==> src/rtl/vector_alu_seq.sv <==
// Vector execute stage: lane-wise add/sub/pass in one cycle,
// multiply iterated one lane per cycle through a shared multiplier.
module vector_alu_seq #(
    parameter int LANES  = 4,
    parameter int DATA_W = 8,
    parameter int IDX_W  = 4
) (
    input  logic                    clk,
    input  logic                    rst_n,
    input  logic                    in_valid,
    output logic                    in_ready,
    input  logic [1:0]              ALU_Vectorial,
    input  logic                    Vect_Write,
    input  logic [IDX_W-1:0]        dst_idx,
    input  logic [LANES*DATA_W-1:0] src_a,
    input  logic [LANES*DATA_W-1:0] src_b,
    output logic                    out_valid,
    input  logic                    out_ready,
    output logic [LANES*DATA_W-1:0] result,
    output logic                    wb_en,
    output logic [IDX_W-1:0]        wb_idx,
    output logic                    busy
);

    localparam int VW = LANES * DATA_W;
    localparam int CW = (LANES > 1) ? $clog2(LANES) : 1;
    localparam logic [CW-1:0] LAST = CW'(LANES - 1);

    typedef enum logic [1:0] {
        IDLE,
        MUL,
        DONE
    } state_t;

    state_t            state;
    logic [CW-1:0]     cnt;
    logic [VW-1:0]     a_q;
    logic [VW-1:0]     b_q;
    logic [VW-1:0]     alu_res;
    logic              vw_q;
    logic [DATA_W-1:0] a_lane;
    logic [DATA_W-1:0] b_lane;
    logic [DATA_W-1:0] prod;

    assign in_ready  = (state == IDLE);
    assign out_valid = (state == DONE);
    assign busy      = (state != IDLE);
    assign wb_en     = out_valid & vw_q;

    // Only the low DATA_W bits of each product are kept.
    assign a_lane = a_q[cnt*DATA_W +: DATA_W];
    assign b_lane = b_q[cnt*DATA_W +: DATA_W];
    assign prod   = a_lane * b_lane;

    always_comb begin
        alu_res = '0;
        for (int i = 0; i < LANES; i++) begin
            case (ALU_Vectorial)
                2'b00:
                    alu_res[i*DATA_W +: DATA_W] =
                        src_a[i*DATA_W +: DATA_W] +
                        src_b[i*DATA_W +: DATA_W];
                2'b01:
                    alu_res[i*DATA_W +: DATA_W] =
                        src_a[i*DATA_W +: DATA_W] -
                        src_b[i*DATA_W +: DATA_W];
                default:
                    alu_res[i*DATA_W +: DATA_W] =
                        src_b[i*DATA_W +: DATA_W];
            endcase
        end
    end

    always_ff @(posedge clk) begin
        if (!rst_n) begin
            state  <= IDLE;
            cnt    <= '0;
            result <= '0;
            a_q    <= '0;
            b_q    <= '0;
            vw_q   <= 1'b0;
            wb_idx <= '0;
        end else begin
            unique case (state)
                IDLE: begin
                    if (in_valid) begin
                        a_q    <= src_a;
                        b_q    <= src_b;
                        vw_q   <= Vect_Write;
                        wb_idx <= dst_idx;
                        cnt    <= '0;
                        if (ALU_Vectorial == 2'b10) begin
                            result <= '0;
                            state  <= MUL;
                        end else begin
                            result <= alu_res;
                            state  <= DONE;
                        end
                    end
                end
                MUL: begin
                    result[cnt*DATA_W +: DATA_W] <= prod;
                    if (cnt == LAST) begin
                        state <= DONE;
                    end else begin
                        cnt <= cnt + 1'b1;
                    end
                end
                DONE: begin
                    if (out_ready) begin
                        state <= IDLE;
                    end
                end
                default: state <= IDLE;
            endcase
        end
    end

endmodule

==> config.mk <==
export PLATFORM = sky130hd
export DESIGN_NAME = vector_alu_seq
export DESIGN_NICKNAME = d
export VERILOG_FILES = /design/src/rtl/vector_alu_seq.sv
export SDC_FILE = /design/constraint.sdc
export NUM_CORES = 1
export LEC_CHECK = 0
export BUFFER_PORTS_ARGS = -buffer_cell sky130_fd_sc_hd__buf_2
export CORE_MARGIN = 2
export CORE_UTILIZATION = 55
export DETAILED_ROUTE_END_ITERATION = 7
export PLACE_DENSITY = 0.89
export RECOVER_POWER = 25
export SETUP_SLACK_MARGIN = 0.2
export SYNTH_ARGS = -nofsm -noshare
export SYNTH_HDL_FRONTEND = slang
export SYNTH_SLANG_ARGS = --single-unit
==> constraint.sdc <==
create_clock -name clk -period 5.8 [get_ports clk]
set_input_delay 0.58 -clock clk [delete_from_list [all_inputs] [get_ports clk]]
set_output_delay 0.58 -clock clk [all_outputs]
set_load 0.02 [all_outputs]
# Yosys cells after proc, flatten, opt, wreduce, memory -nomap -nowiden
# Index checks and enable logic that the tools add are counted.
# totals
register_bits	105
input_bits	75
output_inout_bits	40
elab_cells	56
# op_classes
add_sub_neg	10
multipliers	1
n_eq_ne	9
n_shift	4
n_mux	16
bitwise	1
reduce_logical	8
# ops
op	n
32-bit two-way mux	2
32-bit case mux with 2 select lines	1
8-bit case mux with 2 select lines	4
32-bit by 6-bit indexed part select with 8-bit output	2
5-bit negator with 34-bit output	1
8-bit by 34-bit variable shift with 32-bit output (first input constant)	1
8-bit by 34-bit indexed part select with 32-bit output	1
8-bit adder	4
32-bit bitwise mux	1
8-bit subtractor	4
2-bit two-way mux	6
8-bit by 8-bit multiplier with 8-bit output	1
2-bit equality test (second input constant)	3
2-bit != test (second input constant)	3
2-bit case mux with 3 select lines	1
3-bit AND reduction	2
2-bit by 1-bit equality test with 1-bit output (second input constant)	2
2-bit logical NOT	2
2-bit case mux with 2 select lines	1
2-bit AND reduction	2
2-bit nonzero test	2
2-bit by 1-bit adder with 2-bit output (second input constant)	1
2-bit by 1-bit != test with 1-bit output (second input constant)	1
1-bit bitwise AND	1

# Logic depth before layout (Yosys ltp)
# depth
ltp_word	5
ltp_mapped	20
depth_no_buf	18

# Worst setup path before layout
# No wires, ideal clock.
# synth_path
path_kind	flip-flop to flip-flop
start	register cnt[0]
end	register result[7]
setup_time_ps	70
arrival_ps	4738
t_required_ps	5730
setup_slack_ps	992
path_stages_with_launch	19
n_path_buf	1
synth_period_minus_slack_ps	4808
path_cell_list	dfxtp_1 -> buf_6 -> mux4_1 -> and2_1 -> fa_1 -> fa_1 -> ha_1 -> inv_1 -> fa_1 -> inv_1 -> ha_1 -> a21o_1 -> a21oi_1 -> xor2_1 -> xnor2_1 -> xnor2_1 -> xnor2_1 -> nand2_1 -> a21oi_1
# synth_between
elab_chain_len	5
word_cells_on_any_way	8
classes_between	add/sub: 1; mul: 1; shift: 4; mux: 2
# synth_rtl
element	line	source
start: declaration	36	logic [CW-1:0] cnt;
start signal: assignment	106	cnt <= cnt + 1'b1;
32-bit by 6-bit indexed part select with 8-bit output (on tied branches)	51, 52	
8-bit by 8-bit multiplier with 8-bit output	53	assign prod = a_lane * b_lane;
8-bit by 34-bit indexed part select with 32-bit output	102	result[cnt*DATA_W +: DATA_W] <= prod;
32-bit bitwise mux (*)	102	
32-bit case mux with 2 select lines (*)	84	unique case (state)
end signal: assignment	96	result <= alu_res;
end signal: indexed assignment	102	
end: declaration	19	output logic [LANES*DATA_W-1:0] result,
# Every way passes the cells marked *; elsewhere a longest branch is shown, timed or not.
# A chain may end at the register's enable or synchronous reset.

# Worst setup path in the final report
# Ends and elaborated chain as after synthesis.

==> impl_metrics.json <==
{
  "status": "completed",
  "grt_first_pass_wirelength_um": 35100,
  "crit_top_cell": "fa_1",
  "ys_seq_elements": 105,
  "yosysTopAreaCellShare_pct": 28.7,
  "cp_max_fo": 11,
  "avgSynthCellArea_sq_um": 7.83,
  "crit_chain": "buf_4 -> mux4_1 -> and2_1 -> fa_1 -> fa_1 -> ha_1 -> inv_1 -> fa_1 -> inv_1 -> ha_1 -> a21o_1 -> a21oi_1 -> xor2_1 -> xnor2_1 -> xnor2_1 -> xnor2_2 -> nand2_1 -> a21oi_1",
  "antenna_left": 0,
  "vias": 7146,
  "peakVddDrop_mv": 0.169,
  "multi_input_area_sq_um": 4790,
  "syn_to_final_growth_pct": 12.3,
  "cp_top_family": "adder cells",
  "num_antenna_cells": 0,
  "grt_max_degree": 93,
  "ys_seq_area_share_pct": 28.7,
  "drive_gt1_share_pct": 11.3,
  "clock.fmax_mhz": 190,
  "cp.required_ps": 6090,
  "rsz0062_at_grt": "false",
  "cts_tree": "yes",
  "clk_latency_ps": 360,
  "cp.arrival_ps": 5560,
  "die_w_um": 119,
  "yosys-top-cells-area": "dfxtp_1 29%, nand2_1 11%, ha_1 8.9%, a21oi_1 6.6%, fa_1 4.4%",
  "synthCells": 936,
  "p_leak_uw": 0.00348,
  "dr.pass1.iters": 6,
  "wl_met2_um": 10400,
  "vias_per_cell": 5.96,
  "path_buf_inv": 3,
  "ioPinCount": 115,
  "synth_edf_count": 0,
  "grt_pass1_vias": 6625,
  "synth.most_common_cell": "nand2_1",
  "finalHoldViolCount": 0,
  "final_util_pct": 62.6,
  "cts_buffer_depth": 2,
  "async_flop_share_pct": 0,
  "synthTopCellsByCount": "222 x nand2_1, 105 x dfxtp_1, 96 x a21oi_1",
  "core_area_sq_um": 13100,
  "synth.distinct_cells": 43,
  "slew_headroom_pct": 19.9,
  "period_needed_ps": 5270,
  "layout.area.seq_sq_um": 2100,
  "clock_sinks": 105,
  "wl_per_cell_um": 18.6,
  "worst_pin_slew_ps": 1200,
  "port_buffers": 114,
  "path_clk_slew_ps": 70,
  "max_stage_delay_ps": 650,
  "cts_root_buf": "clkbuf_16",
  "syn-cell-area_sq_um": 7320,
  "period_share_pct": 90.9,
  "cts_hold_buf": 0,
  "antenna_found_initial": 0,
  "yosys_warnings": 0,
  "rows": 42,
  "cts_buffers": 9,
  "critical_path.slowest_cell": "mux4_1",
  "die_area_sq_um": 14300,
  "startpoint_type": "flip-flop",
  "maxUsedRoutingLayer": "met4",
  "met1_length_um": 9070,
  "synth_nets": 1079,
  "wl_met3_um": 2240,
  "overflow": 0,
  "setup_viol": 0,
  "synth.largest_area_cell": "dfxtp_1",
  "hp-class": "input port to flip-flop",
  "finalSetupTns_ps": 0,
  "synthFlopType": "dfxtp_1",
  "drc": 0,
  "final_max_slew_viol_count": 0,
  "routed_wl_um": 22300,
  "skew_ps": 5.40,
  "grt_usage_pct": 31.9,
  "drt_iter0_drc": 818,
  "p_per_area_nw_per_um2": 251,
  "fill_cells": 1160,
  "hpwl_um": 17100,
  "htreeDepth": 3,
  "start_util_pct": 55.8,
  "die_h_um": 119,
  "critical_path_class": "flip-flop to flip-flop",
  "place.gp.congestion": 0.965,
  "layout.nets": 1161,
  "end_kind": "flip-flop",
  "drv_cap": 0,
  "cts_setup_buffers": 0
}
## metal layers
layer  up-vias  track usage (%)
met2       374             51.7
met5         -                0
li1       3389                -
met3        36             6.80
met4         0             11.5
met1      3347             42.3
## cell families after synthesis
kind of cell	synth area share (%)
and+or+nand+nor	21.1
AOI/OAI and AO/OA	19.5
buffers and inverters	6.06
DFF	28.7
adders and majority gates	13.3
xor gates and xnor gates	5.74
muxes	5.64
## where the power goes
group          switching, uW  internal (uW)  total (uW)
registers               41.3            777         819
clock network            279            381         660
logic                    369            219         588
total                    690           1380        2070
## through the flow
stage	cell area, sq um	setup slack [ps]	total power [uW]	hold slack (ps)	std cells
after floorplan	7320	992	1220	432	936
after global placement	7950	453	1400	439	1183
after detailed placement	7950	265	1410	445	1183
after CTS	8260	200	2070	449	1199
after global routing	8230	285	2170	460	1199
final	8230	528	2070	452	1199
## placed cells by master, fill, tap and decap left out, types with 20 or more instances in the layout
| master | Yosys | routed |
|---|---|---|
| nor3_1 | 25 | 25 |
| o21a_1 | 33 | 33 |
| inv_1 | 55 | 54 |
| clkbuf_1 | 46 | 39 |
| and2_1 | 21 | 20 |
| ha_1 | 52 | 52 |
| dfxtp_1 | 105 | 104 |
| o21ai_0 | 43 | 43 |
| buf_2 | 1 | 78 |
| nand2_1 | 222 | 221 |
| nor2_1 | 45 | 45 |
| xnor2_1 | 28 | 27 |
| xor2_1 | 20 | 20 |
| a21oi_1 | 96 | 96 |
## timing repair
item	in CTS	in global routing
setup endpoints to repair	0	4
resized for setup	0	2
endpoints found under the hold margin	0	0
## flip-flops by register name (all words and copies together), names as in the netlist
name and flops:
vw_q 1, a_q 32, result 32, state 2, cnt 2, wb_idx 4
b_q 32
## worst paths after layout
path	cells past startpoint	start	end	slack [ps]
max	18	cnt[0]	result[7]	530
min	3	dst_idx[2]	wb_idx[2]	450
max reg2reg	18	cnt[0]	result[7]	530
min reg2reg	2	b_q[21]	b_q[21]	450
## layout make-up
class	count	area share (%)
Tap cell	176	2.68
Clock inverter	4	0.928
Inverter	55	2.51
Timing Repair Buffer	123	7.21
Clock buffer	12	2.87
Sequential cell	105	25.6
Multi-Input combinational cell	724	58.2
## worst register-to-register path: stages, from the launching register on
cell and delay, ps:
dfxtp_2 510, buf_4 220, mux4_1 650, and2_1 220
fa_1 420, fa_1 490, ha_1 290, inv_1 50
fa_1 540, inv_1 50, ha_1 330, a21o_1 170
a21oi_1 220, xor2_1 200, xnor2_1 160, xnor2_1 130
xnor2_2 260, nand2_1 120, a21oi_1 180
Note: power is estimated with default switching activity, not from simulation.
